## src/rtl/ins_prefetch_queue.sv

```systemverilog
// Instruction prefetch queue: fetches sequential instructions ahead of the core and flushes on a branch.
// Optional macro IPQ_FLUSH_COUNT_EN adds a saturating flush counter output (flush_cnt).
module ins_prefetch_queue #(
    parameter int DEPTH    = 4,
    parameter int ADDRSIZE = 12,
    parameter int WIDTH    = 32
) (
    input  logic                clk,
    input  logic                rst,
    input  logic [ADDRSIZE-1:0] cpu_addr,
    output logic [WIDTH-1:0]    cpu_ins,
    output logic                cpu_valid,
    output logic                mem_req,
    output logic [ADDRSIZE-1:0] mem_addr,
    input  logic                mem_ack,
`ifdef IPQ_FLUSH_COUNT_EN
    output logic [15:0]         flush_cnt,
`endif
    input  logic [WIDTH-1:0]    mem_rdata
);
    localparam int PTRW = (DEPTH > 1) ? $clog2(DEPTH) : 1;
    localparam int CNTW = PTRW + 1;
    localparam logic [CNTW-1:0] DEPTH_C = CNTW'(DEPTH);

    typedef enum logic [1:0] {IDLE, REQ, DROP} state_t;
    state_t state_reg, state_next;

    logic [ADDRSIZE-1:0] addr_q [DEPTH];
    logic [WIDTH-1:0]    ins_q  [DEPTH];

    logic [PTRW-1:0]     rd_ptr_reg, rd_ptr_next, wr_ptr_reg, wr_ptr_next;
    logic [CNTW-1:0]     count_reg, count_next, cnt_push;
    logic [ADDRSIZE-1:0] fetch_addr_reg, fetch_addr_next;
    logic [ADDRSIZE-1:0] mem_addr_reg, mem_addr_next;

    logic [ADDRSIZE-1:0] head_addr, head_addr_inc;
    logic [WIDTH-1:0]    head_ins;
    logic                not_empty, hit, pop, flush, push;

    assign head_addr     = addr_q[rd_ptr_reg];
    assign head_ins      = ins_q[rd_ptr_reg];
    assign head_addr_inc = head_addr + ADDRSIZE'(1);

    // The core either sits on the head, has moved one past it (consume), or has branched.
    always_comb begin
        not_empty = (count_reg != '0);
        hit       = not_empty && (head_addr == cpu_addr);
        pop       = not_empty && (head_addr_inc == cpu_addr);
        flush     = not_empty ? (!hit && !pop) : (cpu_addr != fetch_addr_reg);
    end

    assign cpu_valid = hit;
    assign cpu_ins   = hit ? head_ins : '0;
    assign mem_req   = (state_reg != IDLE);
    assign mem_addr  = mem_addr_reg;

    // Occupancy after a push this cycle, used to decide whether to keep requesting.
    assign cnt_push = count_reg + CNTW'(1) - CNTW'(pop);

    always_comb begin
        state_next      = state_reg;
        fetch_addr_next = flush ? cpu_addr : fetch_addr_reg;
        mem_addr_next   = mem_addr_reg;
        push            = 1'b0;
        case (state_reg)
            IDLE: begin
                if (!flush && (count_reg < DEPTH_C)) begin
                    state_next    = REQ;
                    mem_addr_next = fetch_addr_reg;
                end
            end
            REQ: begin
                if (flush) begin
                    if (mem_ack) begin
                        // Returning data belongs to the old stream; restart at the branch target.
                        state_next    = REQ;
                        mem_addr_next = cpu_addr;
                    end else begin
                        state_next = DROP;
                    end
                end else if (mem_ack) begin
                    push            = 1'b1;
                    fetch_addr_next = fetch_addr_reg + ADDRSIZE'(1);
                    if (cnt_push < DEPTH_C) begin
                        state_next    = REQ;
                        mem_addr_next = fetch_addr_reg + ADDRSIZE'(1);
                    end else begin
                        state_next = IDLE;
                    end
                end
            end
            DROP: begin
                if (mem_ack) begin
                    state_next    = REQ;
                    mem_addr_next = fetch_addr_next;
                end
            end
            default: state_next = IDLE;
        endcase
    end

    always_comb begin
        count_next  = count_reg + CNTW'(push) - CNTW'(pop);
        rd_ptr_next = rd_ptr_reg + PTRW'(pop);
        wr_ptr_next = wr_ptr_reg + PTRW'(push);
        if (flush) begin
            count_next  = '0;
            rd_ptr_next = '0;
            wr_ptr_next = '0;
        end
    end

    always_ff @(posedge clk or posedge rst) begin
        if (rst) begin
            state_reg      <= IDLE;
            count_reg      <= '0;
            rd_ptr_reg     <= '0;
            wr_ptr_reg     <= '0;
            fetch_addr_reg <= '0;
            mem_addr_reg   <= '0;
        end else begin
            state_reg      <= state_next;
            count_reg      <= count_next;
            rd_ptr_reg     <= rd_ptr_next;
            wr_ptr_reg     <= wr_ptr_next;
            fetch_addr_reg <= fetch_addr_next;
            mem_addr_reg   <= mem_addr_next;
        end
    end

    // Entry storage carries no reset; occupancy alone decides what is meaningful.
    always_ff @(posedge clk) begin
        if (push) begin
            addr_q[wr_ptr_reg] <= mem_addr_reg;
            ins_q[wr_ptr_reg]  <= mem_rdata;
        end
    end

`ifdef IPQ_FLUSH_COUNT_EN
    logic [15:0] flush_cnt_reg;

    always_ff @(posedge clk or posedge rst) begin
        if (rst) begin
            flush_cnt_reg <= '0;
        end else if (flush && (flush_cnt_reg != 16'hFFFF)) begin
            flush_cnt_reg <= flush_cnt_reg + 16'd1;
        end
    end

    assign flush_cnt = flush_cnt_reg;
`endif

endmodule

```

## config.mk

```make
export PLATFORM = sky130hd
export DESIGN_NAME = ins_prefetch_queue
export DESIGN_NICKNAME = d
export VERILOG_FILES = /design/src/rtl/ins_prefetch_queue.sv
export SDC_FILE = /design/constraint.sdc
export NUM_CORES = 1
export LEC_CHECK = 0
export BUFFER_PORTS_ARGS = -buffer_cell sky130_fd_sc_hd__buf_2
export CAP_MARGIN = 40
export CORE_AREA = 2 2 109 190
export CTS_CLUSTER_DIAMETER = 100
export DETAILED_ROUTE_END_ITERATION = 10
export DIE_AREA = 0 0 111 192
export PLACE_DENSITY = 0.68
export REMOVE_ABC_BUFFERS = 1
export SLEW_MARGIN = 20
export SYNTH_ARGS = -nofsm -noshare
export SYNTH_HDL_FRONTEND = slang
export SYNTH_SLANG_ARGS = --single-unit
```

## constraint.sdc

```tcl
create_clock -name clk -period 13.77 [get_ports clk]
set_clock_uncertainty 0.1 [all_clocks]
set_input_delay 2.754 -clock clk [delete_from_list [all_inputs] [get_ports clk]]
set_output_delay 2.754 -clock clk [all_outputs]
set_load 0.01 [all_outputs]
```

==> results by group <==
Run status
  • Status: finished, final reports clean

GRT
  • Largest net degree at the start of global routing: 45
  • Vias in the first global route: around 6300
  • Initial antenna violation count: 0
  • Total gr overflow: 0
  • Gr usage total: between 10% and 20%
  • First-pass GRT wire length: around 34 mm

Finish
  • Net count reported at finish: roughly 800
  • Area growth, synth to finish: 13.4%
  • Register area: 6120 um2
  • Util after Layout: 56.0%
  • Biggest regs: ins_q (128), addr_q (48)
  • Antenna Cells: 0
  • Layout cell share with drive strength beyond 1: a little over a quarter
  • Max reg flops: roughly 130
  • Fill count: around 1600
  • Reg with most FFs: ins_q
  • Area of the multi-input gates: approximately 3300 um2

Timing
  • Tightest Pin Transition: about 0.82 ns
  • Final Hold Viols: 0
  • RSZ-0062 raised after global routing: no
  • Setup ws final: 6.54 ns
  • Final Cycle Share: 52.5%
  • Normalized max-slew margin: a little under half
  • Tmin final: between 7 and 8 ns
  • Final setup viols: 0
  • Setup TNS: 0 ns
  • Max-slew violations: 0
  • Fmax achieved: between 100 and 150 MHz
  • WHS: ~0.46 ns

Place
  • Pre-CTS WS: between 6 and 7 ns
  • Routability cong.: 0.869
  • Port-buffer cells: 92
  • Dpl hpwl: between 10 and 15 mm

Synth
  • Synth cell count leaders: 176 x edfxtp_1, 44 x mux4_2, 37 x and2_1
  • Count leader, synth: edfxtp_1
  • Area contributors post-synth: edfxtp_1 54%, mux4_2 10%, dfrtp_1 8.5%
  • Yosys warning count: 0
  • Sequential area share after synthesis: 62.9%
  • Number of synthesized flops with an enable pin: between 150 and 200
  • Synth top area share: roughly 54%
  • Post-synthesis instance total: 654
  • Main synth FF type: edfxtp_1
  • Largest area contributor in the synthesized netlist: edfxtp_1
  • #FFs+latches synth: 209
  • Syn_area_per_cell: between 10 and 15 um2
  • Asr flop ratio synth: 15.8%
  • Library cells used by synthesis: 70
  • Mapped Area: 9710 um2

Pwr
  • Power Internal: roughly 1.1 mW
  • Clock power share: between 30% and 40%
  • Power Density: about 140 nW/um2
  • Comb pwr share: roughly 19%
  • Switch Pwr: between 0.4 and 0.5 mW
  • Peak supply drop: 0.168 mV
  • Power share of the sequential group: about half
  • Leakage Power: a little under 4 nW
  • Switching share of power: a little over a quarter

Floorplanning
  • Initial core utilization: 49.4%
  • Core area: about 20000 um2
  • Num ports: between 90 and 100
  • Die ar.: 21300 um2
  • Die Y: between 150 and 200 um
  • Die Width: around 110 um
  • # rows: 68

Setup path
  • CP required: around 11 ns
  • CP max stage delay: between 0.3 and 0.4 ns
  • Worst-path cell chain: buf_2 > xnor2_2 > nand4_1 > nor4_4 > buf_4 > and2_1 > buf_2
  • Maximum fanout along the worst path: 33
  • CP Buf/Inv Count: 3
  • Worst Setup Start Kind: input port
  • Crit-path leading delay family: simple AND/OR/NAND/NOR gates
  • Cell mode on critical path: buf_2
  • Worst Setup SP: cpu_addr[10]
  • Crit Path Category: input port to primary output
  • Slowest cell on the critical path: nor4_4
  • Crit. End Element: primary output
  • Origin of the critical flop-to-flop path: rd_ptr_reg[1]
  • Crit path DAT: approximately 4.4 ns

Clock network
  • Clk_lat worst skew: around 0.48 ns
  • CTS tree: yes
  • Reg clk slew, reported paths: ~0.060 ns
  • Post CTS Setup Buffer Count: 0
  • Root buffer cell: clkbuf_16
  • CTS Buffer Depth: 3
  • H-tree lvl count: 1
  • Clock Sinks: around 210
  • Cts hold-fix bufs: 0
  • Post-CTS Resized: 0
  • Cts bufs inserted: 20

Detailed routing
  • Detailed Route WL: just over 20 mm
  • Starting DRT DRC Count: 480
  • Total number of vias: ~6000
  • Remaining antenna violation count after routing: 0
  • DRC viols: 0
  • DR vias/cell: 5.89
  • Average routed wire per standard cell: 20.8 um
  • Drt first pass iters: 4
  • Top routing layer used: met4
  • Met3 WL: around 830 um
  • Routed met1 length: between 8 and 9 mm
  • Met2 routed WL: around 11 mm

Worst hold path
  • Min-Delay Startpoint: mem_addr[8]
  • Hold Crit Class: flip-flop to flip-flop

Job
  • Max-cap viol count: 0
==> final timing paths <==
path | slack (ns) | cells after the start | endpoint
min in group asynchronous | 2.28 | 3 | wr_ptr_reg[1]
max in group asynchronous | 10.93 | 3 | rd_ptr_reg[0]
max reg2reg | 7.63 | 18 | count_reg[2]
min | 0.46 | 0 | addr_q[3][8]
min reg2reg | 0.46 | 0 | addr_q[3][8]
max | 6.54 | 7 | cpu_ins[31]
==> per-stage QoR <==
stage / std cells / area (um2) / power, mW
after floorplan: 610 / 9500 / 0.960
after global placement: 956 / 10400 / 1.06
after detailed placement: 957 / 10400 / 1.07
after CTS: 992 / 11000 / 1.59
after global routing: 993 / 11000 / 1.65
final: 993 / 11000 / 1.58
==> worst reg2reg max path: stages, from the launching register on <==
cell and delay [ns]:
dfrtp_2 0.53, buf_4 0.53, mux4_2 0.45, ha_1 0.38, and3_1 0.20, nand3_1 0.13
or4_1 0.57, nand3_2 0.12, nand4_2 0.43, nand2_1 0.83, nand3_1 0.37, ha_1 0.37
inv_1 0.06, ha_1 0.13, inv_1 0.05, fa_1 0.39, xor2_1 0.18, xnor2_1 0.14
nor2_1 0.05
==> final cells by class <==
| class | instances | area share (%) |
|---|---|---|
| sequential | 209 | 55.5 |
| clock buffer | 25 | 4.91 |
| timing repair buffer | 103 | 5.11 |
| tap | 245 | 2.78 |
| clock inverter | 10 | 0.716 |
| inverter | 17 | 0.579 |
| multi-input combinational | 384 | 30.4 |
==> power by group through the flow <==
stage          registers, mW  logic [mW]  clock network (mW)
6_report               0.768       0.292               0.516
4_1_cts                0.767       0.291               0.531
3_5_place_dp           0.781       0.290                   0
5_1_grt                0.773       0.319               0.555
3_3_place_gp           0.777       0.280                   0
2_1_floorplan          0.777       0.183                   0
==> logic make-up (layout without fill, tap and decap cells) <==
| group | after synthesis | count (layout) | share of synthesized area (%) |
|---|---|---|---|
| compound gates | 95 | 95 | 6.90 |
| buf+inv | 61 | 155 | 2.85 |
| simple gates | 183 | 183 | 10.9 |
| flops | 209 | 209 | 62.9 |
| fa+ha+maj | 11 | 11 | 1.49 |
| mux | 50 | 50 | 10.9 |
| xor+xnor | 45 | 45 | 4.13 |
==> metal layers <==
layer / GRT usage, % / vias to the layer above
met5: 0 / -
met4: 6.11 / 0
met3: 2.56 / 31
met2: 36.9 / 145
met1: 23.8 / 2981
li1: - / 2688
==> cells in the final DEF (no fill, tap or decap), types with 21 or more instances in the layout <==
cell type and instances:
edfxtp_1 176, buf_2 92, mux4_2 44, and2_1 37
dfrtp_1 31, a21oi_1 30, nand3_1 27, xnor2_1 25
nand2_1 23, nor3_1 22, clkbuf_16 21
(Power assumes the default switching activity.)
